### src/rtl/mod_n_digit_counter.sv
// mod_n_digit_counter
//   Cascaded-digit modulo counter built from NDIG 4-bit digits. It counts
//   0..Last, wraps to 0, and raises C in the cycle whose edge wraps Q.
//   Each digit is binary (RADIX=16) or BCD (RADIX=10). The counter
//   supports enable, synchronous parallel load and synchronous reset.
//
//   Optional feature macro: CNT_UPDOWN_EN
//     defined   : Up selects the direction (1 = up, 0 = down). Counting
//                 down from 0, or from any value above Last, reloads Last.
//     undefined : up-only counter. Up is accepted but ignored, and no
//                 decrement/borrow logic is built.
//
// Ports
//   Clk   in   1        rising-edge clock
//   MR    in   1        synchronous reset, active-high (highest priority)
//   En    in   1        count enable
//   Ld    in   1        synchronous load of D (wins over En)
//   Up    in   1        count direction (used only with CNT_UPDOWN_EN)
//   D     in   4*NDIG   load value, digit-encoded
//   Last  in   4*NDIG   terminal value, digit-encoded; modulus = Last+1
//   Q     out  4*NDIG   count, digit i = Q[4i+3:4i]
//   C     out  1        carry/borrow, combinational from Q/En/Ld/MR/Last
module mod_n_digit_counter #(
  parameter int unsigned NDIG  = 2,
  parameter int unsigned RADIX = 16
) (
  input  logic              Clk,
  input  logic              MR,
  input  logic              En,
  input  logic              Ld,
  input  logic              Up,
  input  logic [4*NDIG-1:0] D,
  input  logic [4*NDIG-1:0] Last,
  output logic [4*NDIG-1:0] Q,
  output logic              C
);

  localparam int unsigned W    = 4 * NDIG;
  localparam logic [3:0]  DMAX = 4'(RADIX - 1);

  logic [W-1:0] q_q, q_d;
  logic [W-1:0] inc_val;
  logic [W-1:0] step_val;
  logic         inc_cy;
  logic         wrap;

  // Digit-wise increment. A digit at or above RADIX-1 (including illegal
  // BCD values) rolls to 0 and carries into the next digit.
  always_comb begin
    inc_val = q_q;
    inc_cy  = 1'b1;
    for (int unsigned i = 0; i < NDIG; i++) begin
      if (inc_cy) begin
        if (q_q[4*i +: 4] >= DMAX) begin
          inc_val[4*i +: 4] = '0;
        end else begin
          inc_val[4*i +: 4] = q_q[4*i +: 4] + 4'd1;
          inc_cy            = 1'b0;
        end
      end
    end
  end

`ifdef CNT_UPDOWN_EN
  logic [W-1:0] dec_val;
  logic         dec_bw;

  // Digit-wise decrement. Only a 0 digit borrows; an illegal digit just
  // drops by one with no borrow.
  always_comb begin
    dec_val = q_q;
    dec_bw  = 1'b1;
    for (int unsigned i = 0; i < NDIG; i++) begin
      if (dec_bw) begin
        if (q_q[4*i +: 4] == 4'd0) begin
          dec_val[4*i +: 4] = DMAX;
        end else begin
          dec_val[4*i +: 4] = q_q[4*i +: 4] - 4'd1;
          dec_bw            = 1'b0;
        end
      end
    end
  end

  // Packed digits compare numerically as a plain vector for both radices.
  assign wrap     = Up ? (q_q >= Last) : ((q_q == '0) || (q_q > Last));
  assign step_val = Up ? (wrap ? '0 : inc_val) : (wrap ? Last : dec_val);
`else
  logic unused_up;
  assign unused_up = Up;

  assign wrap     = (q_q >= Last);
  assign step_val = wrap ? '0 : inc_val;
`endif

  always_comb begin
    q_d = q_q;
    if (Ld) begin
      q_d = D;
    end else if (En) begin
      q_d = step_val;
    end
  end

  always_ff @(posedge Clk) begin
    if (MR) begin
      q_q <= '0;
    end else begin
      q_q <= q_d;
    end
  end

  assign Q = q_q;
  assign C = En & ~MR & ~Ld & wrap;

endmodule

### config.mk
export PLATFORM = sky130hd
export DESIGN_NAME = mod_n_digit_counter
export DESIGN_NICKNAME = d
export VERILOG_FILES = /design/src/rtl/mod_n_digit_counter.sv
export SDC_FILE = /design/constraint.sdc
export NUM_CORES = 1
export LEC_CHECK = 0
export ABC_AREA = 0
export CAP_MARGIN = 0
export CELL_PAD_IN_SITES_DETAIL_PLACEMENT = 0
export CELL_PAD_IN_SITES_GLOBAL_PLACEMENT = 2
export CORE_MARGIN = 3
export CORE_UTILIZATION = 25
export DETAILED_ROUTE_END_ITERATION = 12
export PLACE_DENSITY_LB_ADDON = 0.2
export SKIP_LAST_GASP = 1
export SLEW_MARGIN = 20
export SYNTH_ARGS = -nofsm -noshare
export SYNTH_HDL_FRONTEND = slang
export SYNTH_SLANG_ARGS = --single-unit
### constraint.sdc
create_clock -name Clk -period 6.46 [get_ports Clk]
set_input_delay 1.292 -clock Clk [delete_from_list [all_inputs] [get_ports Clk]]
set_output_delay 1.292 -clock Clk [all_outputs]
set_load 0.01 [all_outputs]
# Word-level counts from Yosys, hierarchy flattened
# Index checks and enable logic that the tools add are counted.
# W data, S select, Z words.
dict set report totals {
  regBits 8
  latch_bits 0
  mem_bits_rw 0
  rom_bits 0
  input_bits 21
  output_inout_bits 9
  mem_count 0
}
dict set report classes {
  addsub 2
  mul 0
  n_div 0
  magnitude_cmp 3
  n_eq_ne 0
  shifts 0
  n_mux 7
  bitwise 5
  n_reduce_logical 3
}
# op n
set op_table {}
lappend op_table {{$mux W8} 3}
lappend op_table {{$mux W4} 3}
lappend op_table {{$add A4 B1 Y4 const B} 2}
lappend op_table {{$ge A4 B4 Y1 const B} 2}
lappend op_table {{$ge A8 B8 Y1} 1}
lappend op_table {{$and A1 B1 Y1} 3}
lappend op_table {{$reduce_bool A3 Y1} 1}
lappend op_table {{$not A1 Y1} 2}
lappend op_table {{$reduce_and A2 Y1} 1}
lappend op_table {{$reduce_bool A2 Y1} 1}
lappend op_table {{$mux W1} 1}

# Longest topological paths before layout
# Gate-level depths: netlist (run 1).
dict set report depth {
  depth_word 6
  mapped_depth 7
}

# Worst setup path after synthesis (run 1)
# No wires, ideal clock.
dict set report synth_path {
  path_type {input -> output}
  start {input port Last[3]}
  end {output port C}
  arrival_time_ns 2.690
  t_required_ns 5.168
  path_slack_ns 2.478
  path_stages 7
  path_cell_list {inv_1 -> ha_1 -> o21a_1 -> a21oi_1 -> or3_2 -> a21oi_1 -> nor2b_1}
}
dict set report synth_via {
  elab_chain_cells 2
}
# item line
set synth_lines {}
lappend synth_lines {{from (decl)} 33} ;# input logic [4*NDIG-1:0] Last,
lappend synth_lines {{$ge A8 B8 Y1} 92} ;# assign wrap = (q_q >= Last);
lappend synth_lines {{$and A1 B1 Y1} 114} ;# assign C = En & ~MR & ~Ld & wrap;
lappend synth_lines {{to (decl)} 35} ;# output logic C
# Every way passes these cells.

# Worst setup path in the final report (run 1)
# Same ends and word-level chain as after synthesis.

==> results.py, run 1 <==
metrics = {
    "timing": {
        "relSlewSlack_pct": 59.1,
        "finalMaxSlewViolations": 0,
        "fin_crit_sh_pct": 77.9,
        "setup_tns_ns": 0,
        "fmax_mhz": 199,
        "rsz0062_at_grt": "no",
        "hold_viol": 0,
        "setup_viol_count_final": 0,
        "hold_ws_ns": 0.640,
        "fin_crit_ns": 5.03,
        "finalClockSkew_ns": 0.0119,
        "worst_pin_slew_ns": 0.611,
    },
    "worst_setup_path": {
        "reg2regPathDepth": 6,
        "r2r_slack_ns": 4.24,
        "rr_endpoint": "Q[3]",
        "arrival_ns": 3.74,
        "crit_end": "C",
        "crit_type": "input pin to primary output",
        "startpoint": "Last[3]",
        "critPathLaunchType": "input pin",
        "critical_path.endpoint_type": "primary output",
        "crit_fanout": 4,
        "required_ns": 5.17,
        "crit-reg2reg-launch": "Q[2]",
    },
    "final_layout": {
        "area_growth_pct": 38.6,
        "final_nets": 158,
        "drive_gt1_share_pct": 7.20,
        "nFillCells": 314,
        "largest_reg_flops": 8,
        "antenna_cells": 0,
    },
    "cts": {
        "cts.sinks": 8,
        "cts_tree": "yes",
        "h-tree-depth": 1,
        "hold_buffers": 0,
        "cts_resized": 0,
        "clkTransAtPathRegs_ns": 0.06,
        "cts_buffer_depth": 2,
        "root_buffer": "clkbuf_4",
        "post-cts-setup-buffers": 0,
        "cts_buffers": 3,
        "insertion_delay_ns": 0.26,
    },
    "placed_design": {
        "io_buffers": 28,
        "place_congestion": 0.795,
        "hpwl_um": 1640,
    },
    "global_routing": {
        "track_usage_pct": 12.5,
        "grt_pass1_vias": 783,
        "grt_overflow": 0,
        "antenna_found_initial": 0,
        "grt_max_degree": 20,
        "grt_pass1_wl_um": 3550,
    },
    "power": {
        "switching_share_pct": 32.1,
        "power.clock.fraction_pct": 25.2,
        "p_seq_share_pct": 38.5,
        "powerDensity_nw_per_um2": 147,
        "pwr-share-comb_pct": 36.3,
        "p_sw_w": 0.0000509,
        "vdd_ir_drop_max_mv": 0.0814,
        "p_int_w": 0.000108,
        "power_leakage_nw": 0.456,
    },
    "route": {
        "detail_route.first_pass.iterations": 4,
        "wl_per_cell_um": 13.6,
        "via_per_inst": 5.25,
        "ant_nets": 0,
        "route.detailed.drc": 0,
        "vias": 819,
        "drt_iter0_markers": 27,
        "drt-total-wl_um": 2130,
    },
    "hold_path": {
        "hold_path.class": "register to register",
    },
    "synthesis": {
        "synth_fa_ha_area_share_pct": 16.1,
        "ys_types": 36,
        "ys_top_cells_by_count": "inv_1, a21oi_1, ha_1",
        "synth_top_family_by_area": "compound AO/OA/AOI/OAI gates",
        "synth_top_area_share_pct": 20.6,
        "synth_xor_area_share_pct": 1.13,
        "ys_ff_latch": 8,
        "synth-main-ff-cell": "dfxtp_1",
        "synth_edf_count": 0,
        "synth_area_um2": 777,
        "synth.most_common_cell": "inv_1",
        "yosysSeqAreaShare_pct": 20.6,
        "yosys.area.top_type": "dfxtp_1",
        "postSynthNetCount": 130,
        "synth_area_leaders": "dfxtp_1, ha_1, a21oi_1",
        "synthCells": 99,
        "postSynthAreaPerCell_um2": 7.85,
        "synth_simple_gate_area_share_pct": 25.6,
        "synth_async_sr_flop_share_pct": 0,
        "synth-compound-area-share_pct": 25.9,
        "synth_warnings": 0,
        "synth.area.mux_share_pct": 0,
    },
    "floorplan": {
        "row_count": 19,
        "die_y_um": 61.8,
        "die_area_um2": 3810,
        "initial_utilization_pct": 27.2,
        "ios": 30,
        "die_width_um": 61.8,
        "design.core.area_um2": 2850,
    },
    "outcome": {
        "status": "finished, final reports clean",
    },
    "flow_run": {
        "cap_violations": 0,
    },
}
-- metrics by stage --
stage          total power, W  cells  util, %  area (um^2)  setup WS (ns)
6_report             0.000159    156     37.8         1080           1.43
3_3_place_gp         0.000120    153     37.0         1050           1.42
4_1_cts              0.000161    156     37.8         1080           1.40
5_1_grt              0.000172    156     37.8         1080           1.29
2_1_floorplan       0.0000941     99        -          777           2.48
3_5_place_dp         0.000121    153     37.0         1050           1.40
-- critical path, stage by stage --
cell and delay [ns]:
clkdlybuf4s50_1 0.45, inv_1 0.04, ha_1 0.25, o21a_1 0.11, a21oi_1 0.08, or3_2 0.54, a21oi_1 0.25, nor2b_1 0.18
clkdlybuf4s50_1 0.55
-- cells in the final DEF, fill, tap and decap left out, drive strengths merged, types with 2 or more instances in the layout --
master          n
a221oi          2
nor4            4
nand3           3
or4             3
nand2           4
o21a            2
and3            2
a21o            2
o21ai           3
ha             10
nor2            5
a31oi           3
or3             2
a21oi          12
o31ai           2
nor2b           4
nor3            4
clkdlybuf4s50  28
clkbuf          3
dfxtp           8
inv            11
-- final cells by class --
| type | count | area, um^2 | share of cell area (%) |
|---|---|---|---|
| Multi-Input combinational cell | 75 | 534 | 49.6 |
| Inverter | 11 | 41.3 | 3.83 |
| Sequential cell | 8 | 160 | 14.9 |
| Tap cell | 31 | 38.8 | 3.60 |
| Timing Repair Buffer | 28 | 280 | 26.0 |
| Clock buffer | 3 | 22.5 | 2.09 |
-- logic make-up after synthesis --
kind of cell               count (synthesis)
buffers and inverters                     16
AOI/OAI and AO/OA                         29
adders and majority gates                 10
and+or+nand+nor                           35
xor gates and xnor gates                   1
DFF                                        8
-- layer usage --
metal | vias to the layer above | share of wire [%] | track usage [%] | wire (um)
li1 | 418 | - | - | -
met4 | 0 | 1.6 | 4.55 | 33
met3 | 4 | 4.7 | 1.86 | 99
met5 | - | 0 | 0 | 0
met1 | 378 | 48 | 16.6 | 1010
met2 | 19 | 46 | 20.6 | 982
-- power groups by stage --
| stage | Sequential, W | Combinational (W) | Clock (W) |
|---|---|---|---|
| finish | 0.0000611 | 0.0000576 | 0.0000399 |
| detailed placement | 0.0000622 | 0.0000584 | 0 |
| global placement | 0.0000621 | 0.0000576 | 0 |
| CTS | 0.0000611 | 0.0000586 | 0.0000412 |
| global route | 0.0000622 | 0.0000657 | 0.0000443 |
| floorplan | 0.0000617 | 0.0000324 | 0 |
-- how the worst min path moves through the flow --
stage,from,endpoint,slack (ns),cells past startpoint
3_5_place_dp,Q[1],Q[1],0.62,2
2_1_floorplan,Q[4],Q[4],0.60,2
6_report,Q[4],Q[4],0.64,2
4_1_cts,Q[1],Q[1],0.64,2
5_1_grt,Q[0],Q[0],0.70,2
3_3_place_gp,Q[4],Q[4],0.62,2
No activity file was read; power rests on OpenSTA's default activity.
==> run 2: changes to the inputs <==
- CORE_UTILIZATION: 25 -> 21
- clock period: 6.46 -> 4.47 ns (I/O delays scaled with it)
==> results.py, run 2 (synthesis gave the netlist of run 1 again) <==
metrics = {
    "cts": {
        "cts_buffer_depth": 2,
        "root_buffer": "clkbuf_8",
        "insertion_delay_ns": 0.23,
        "cts.sinks": 8,
        "clkTransAtPathRegs_ns": 0.04,
        "post-cts-setup-buffers": 0,
        "cts_tree": "yes",
        "h-tree-depth": 1,
        "cts_buffers": 3,
        "hold_buffers": 0,
        "cts_resized": 0,
    },
    "route": {
        "via_per_inst": 4.74,
        "wl_per_cell_um": 13.2,
        "route.detailed.drc": 0,
        "drt_iter0_markers": 27,
        "ant_nets": 0,
        "drt-total-wl_um": 2270,
        "detail_route.first_pass.iterations": 4,
        "vias": 816,
    },
    "timing": {
        "relSlewSlack_pct": 65.7,
        "fin_crit_sh_pct": 95.2,
        "finalMaxSlewViolations": 0,
        "setup_ws_ns": 0.213,
        "hold_viol": 0,
        "fmax_mhz": 235,
        "worst_pin_slew_ns": 0.512,
        "finalClockSkew_ns": 0.00394,
        "rsz0062_at_grt": "no",
        "fin_crit_ns": 4.26,
        "setup_viol_count_final": 0,
        "setup_tns_ns": 0,
    },
    "worst_setup_path": {
        "path_cells": "clkdlybuf4s50_1, inv_1, ha_1, o21a_1, a21oi_1, or3_2, a21oi_1, nor2b_1, clkdlybuf4s50_1",
        "crit_fanout": 4,
        "critical_path.endpoint_type": "primary output",
        "crit_type": "input pin to primary output",
        "required_ns": 3.58,
        "crit_path_max_incr_delay_ns": 0.55,
        "critPathLaunchType": "input pin",
        "arrival_ns": 3.36,
        "slowest_stage": "clkdlybuf4s50_1",
    },
    "final_layout": {
        "final_nets": 159,
        "antenna_cells": 0,
        "largest_reg_flops": 8,
        "area_growth_pct": 44.4,
        "final_cell_mix": "clkdlybuf4s50_1, inv_1, a21oi_1, ha_1, dfxtp_1",
        "ff_latch_area_um2": 160,
        "final_common_cell": "clkdlybuf4s50_1",
        "drive_gt1_share_pct": 7.94,
        "multi_input_area_um2": 534,
        "nFillCells": 381,
    },
    "power": {
        "switching_share_pct": 29.1,
        "p_sw_w": 0.0000755,
        "p_int_w": 0.000184,
        "vdd_ir_drop_max_mv": 0.0820,
        "power_leakage_nw": 0.468,
        "p_seq_share_pct": 34.2,
        "pwr-share-comb_pct": 32.5,
        "power.clock.fraction_pct": 33.3,
        "powerDensity_nw_per_um2": 231,
    },
    "hold_path": {
        "hold_path.class": "register to register",
    },
    "placed_design": {
        "dp_slack_ns": 0.213,
        "hpwl_um": 1700,
        "io_buffers": 28,
        "place_congestion": 0.775,
    },
    "global_routing": {
        "track_usage_pct": 10.8,
        "grt_max_degree": 19,
        "antenna_found_initial": 0,
        "grt_pass1_vias": 752,
        "gr-max-usage-layer": "met2",
        "grt_util_met3_pct": 1.52,
        "grt_pass1_wl_um": 3670,
        "met2_usage_pct": 17.3,
        "grt_overflow": 0,
        "use_met1_pct": 14.2,
    },
    "floorplan": {
        "initial_utilization_pct": 22.6,
        "die_y_um": 66.8,
        "ios": 30,
        "die_area_um2": 4470,
        "die_width_um": 66.8,
        "row_count": 21,
        "design.core.area_um2": 3440,
    },
    "outcome": {
        "status": "finished, final reports clean",
    },
    "flow_run": {
        "cap_violations": 0,
    },
}
[run 2: changes by cell type in the layout (fill, tap and decap cells not counted), sizes merged]
cell,previous run,this run
buf,0,1
[run 2: critical path: cells and delay by family]
family	cells	cell delay [ns]
buffers and inverters	3	1.04
and+or+nand+nor	2	0.72
adders and majority gates	1	0.26
AOI/OAI and AO/OA	3	0.45
[run 2: layout make-up]
type,instances,area share (%)
clock buffers,3,3.68
well taps,46,5.13
multi-input cells,75,47.6
inverters,11,3.68
repair buffers,29,25.6
flip-flops and latches,8,14.3
[run 2: worst paths after layout]
path	slack, ns	cells after the start	to	from
worst min-delay path	0.63	2	Q[4]	Q[4]
worst max-delay path	0.21	9	C	Last[3]
worst min register to register	0.63	2	Q[4]	Q[4]
worst max register to register	2.23	6	Q[3]	Q[2]
[run 2: per-layer routing]
layer,vias to the layer above,routed length [um]
met5,-,0
met3,3,84
met4,0,23
li1,420,-
met1,375,1090
met2,18,1080
[run 2: through the flow]
stage	total power (W)	area, um^2	instances	hold slack [ns]	util (%)
detailed placement	0.000175	1080	169	0.630	31.4
global route	0.000278	1120	172	0.674	32.6
global placement	0.000175	1080	169	0.623	31.4
CTS	0.000265	1120	172	0.643	32.6
floorplan	0.000136	777	99	0.601	-
finish	0.000259	1120	172	0.632	32.6
[run 2: power by group through the flow]
stage | logic, W | clock network (W) | registers, W
floorplan | 0.0000469 | 0 | 0.0000892
global placement | 0.0000846 | 0 | 0.0000901
detailed placement | 0.0000850 | 0 | 0.0000901
CTS | 0.0000854 | 0.0000907 | 0.0000889
global route | 0.0000943 | 0.0000938 | 0.0000903
finish | 0.0000843 | 0.0000864 | 0.0000887
==> variant (config.mk and constraints of run 1) <==
Change the parameter `NDIG` from 2 to 1.
--- a/src/rtl/mod_n_digit_counter.sv
+++ b/src/rtl/mod_n_digit_counter.sv
@@ -21,7 +21,7 @@
 //   Q     out  4*NDIG   count, digit i = Q[4i+3:4i]
 //   C     out  1        carry/borrow, combinational from Q/En/Ld/MR/Last
 module mod_n_digit_counter #(
-  parameter int unsigned NDIG  = 2,
+  parameter int unsigned NDIG  = 1,
   parameter int unsigned RADIX = 16
 ) (
   input  logic              Clk,
Ports: changed (resized D, Last and Q); port bits go from 30 to 18. The function was not compared with the original's and may differ.
==> variant against run 1 <==
Area after synthesis decreased by 51%; sequential cell count decreased by 4; routed wire length shrank 59%; worst setup slack improved by 0.68 ns; power is 45% lower; non-clock buffer count fell by 12; die area is 47% lower; clock skew shrank 0.012 ns; final area decreased by 46%; clock power down 20%.
==> variant: results (changes against run 1) <==
Sw Share - 28.0% (-4.1 points)
Adder-cell share of the synthesized area - 16.6% (+0.45 points)
GRT met2 Usage - 13.8% (-6.9 points)
Clk_skew - 0.000343 ns (-0.0116 ns)
Max FFs per register - 4 (-4)
# nets final - 84 (-47%)
Seq/Total Area, Yosys - 21.2% (+0.58 points)
Gpl congestion - 0.707 (-11%)
DR WL met2 - 361 um (-63%)
R2R Setup Slk - 4.96 ns (+0.72 ns)
Vias/cell - 5.00 (-4.8%)
Vias in the first global route - 354 (-55%)
TritonRoute pass-1 iters - 2 (-2)
Routed length on met1 - 378 um (-63%)
Total GRT Usage - 10.6% (-1.9 points)
Global routing usage on met1 - 13.0% (-3.6 points)
Reg2Reg Depth - 5 (-1)
Net count after synthesis - 63 (-52%)
Synth top area cells - dfxtp_1 21%, ha_1 17%, nor3b_1 7.9%, o41ai_1 7.0%, inv_1 6.0%
HP Start - Q[0]$_SDFFE_PP0P_
Synth top cells by count - 6 x inv_1, 5 x ha_1
Clock network fraction of total power - 36.2% (+11 points)
Max VDD drop - 104 uV (+27%)
Routed wl met3 - 113 um (+14%)
FILL cells - 145 (-54%)
Cell Int Power - 0.0633 mW (-41%)
Placed cells - 76 (-50%)
Layout cells sized above 1 - 10.9% (+3.7 points)
Dpl hpwl - 706 um (-57%)
Detailed Route WL - 862 um (-59%)
Post-route setup slack - 2.11 ns (+0.680 ns)
Post-Syn Instances - 45 (-55%)
Average wire per cell in the routed design - 10.9 um (-20%)
Iter 0 DRT Violations - 2 (-93%)
Seq pwr - 0.0296 mW (-52%)
Clock transition at the registers of the reported paths - 0.04 ns (-0.02 ns)
Leakage Power - 0.259 nW (-43%)
Largest net degree at the start of global routing - 10 (-50%)
Status - completed
Compound-cell area share of the yosys netlist - 22.8% (-3.1 points)
[variant: kinds of logic after synthesis]
kind of cell / count (synthesis)
AO/OA/AOI/OAI: 11
XOR/XNOR: 2
adder cells (fa/ha/maj): 5
buffers and inverters: 6
flip-flops: 4
AND/OR/NAND/NOR: 17
[variant: cell type report]
class                           instances  area [um2]  share of cell area, %
Clock buffer                            3        22.5                   3.89
Tap cell                               15        18.8                   3.24
Timing Repair Buffer                   16         160                   27.6
Multi-Input combinational cell         35         275                   47.5
Inverter                                6        22.5                   3.89
Sequential cell                         4        80.1                   13.8
[variant: how the worst min path moves through the flow]
stage | cells past startpoint | slack, ns | endpoint
floorplan | 1 | 0.57 | Q[0]$_SDFFE_PP0P_
global placement | 1 | 0.60 | Q[0]$_SDFFE_PP0P_
detailed placement | 1 | 0.59 | Q[0]$_SDFFE_PP0P_
CTS | 1 | 0.59 | Q[0]$_SDFFE_PP0P_
global route | 1 | 0.64 | Q[0]$_SDFFE_PP0P_
finish | 1 | 0.58 | Q[0]$_SDFFE_PP0P_
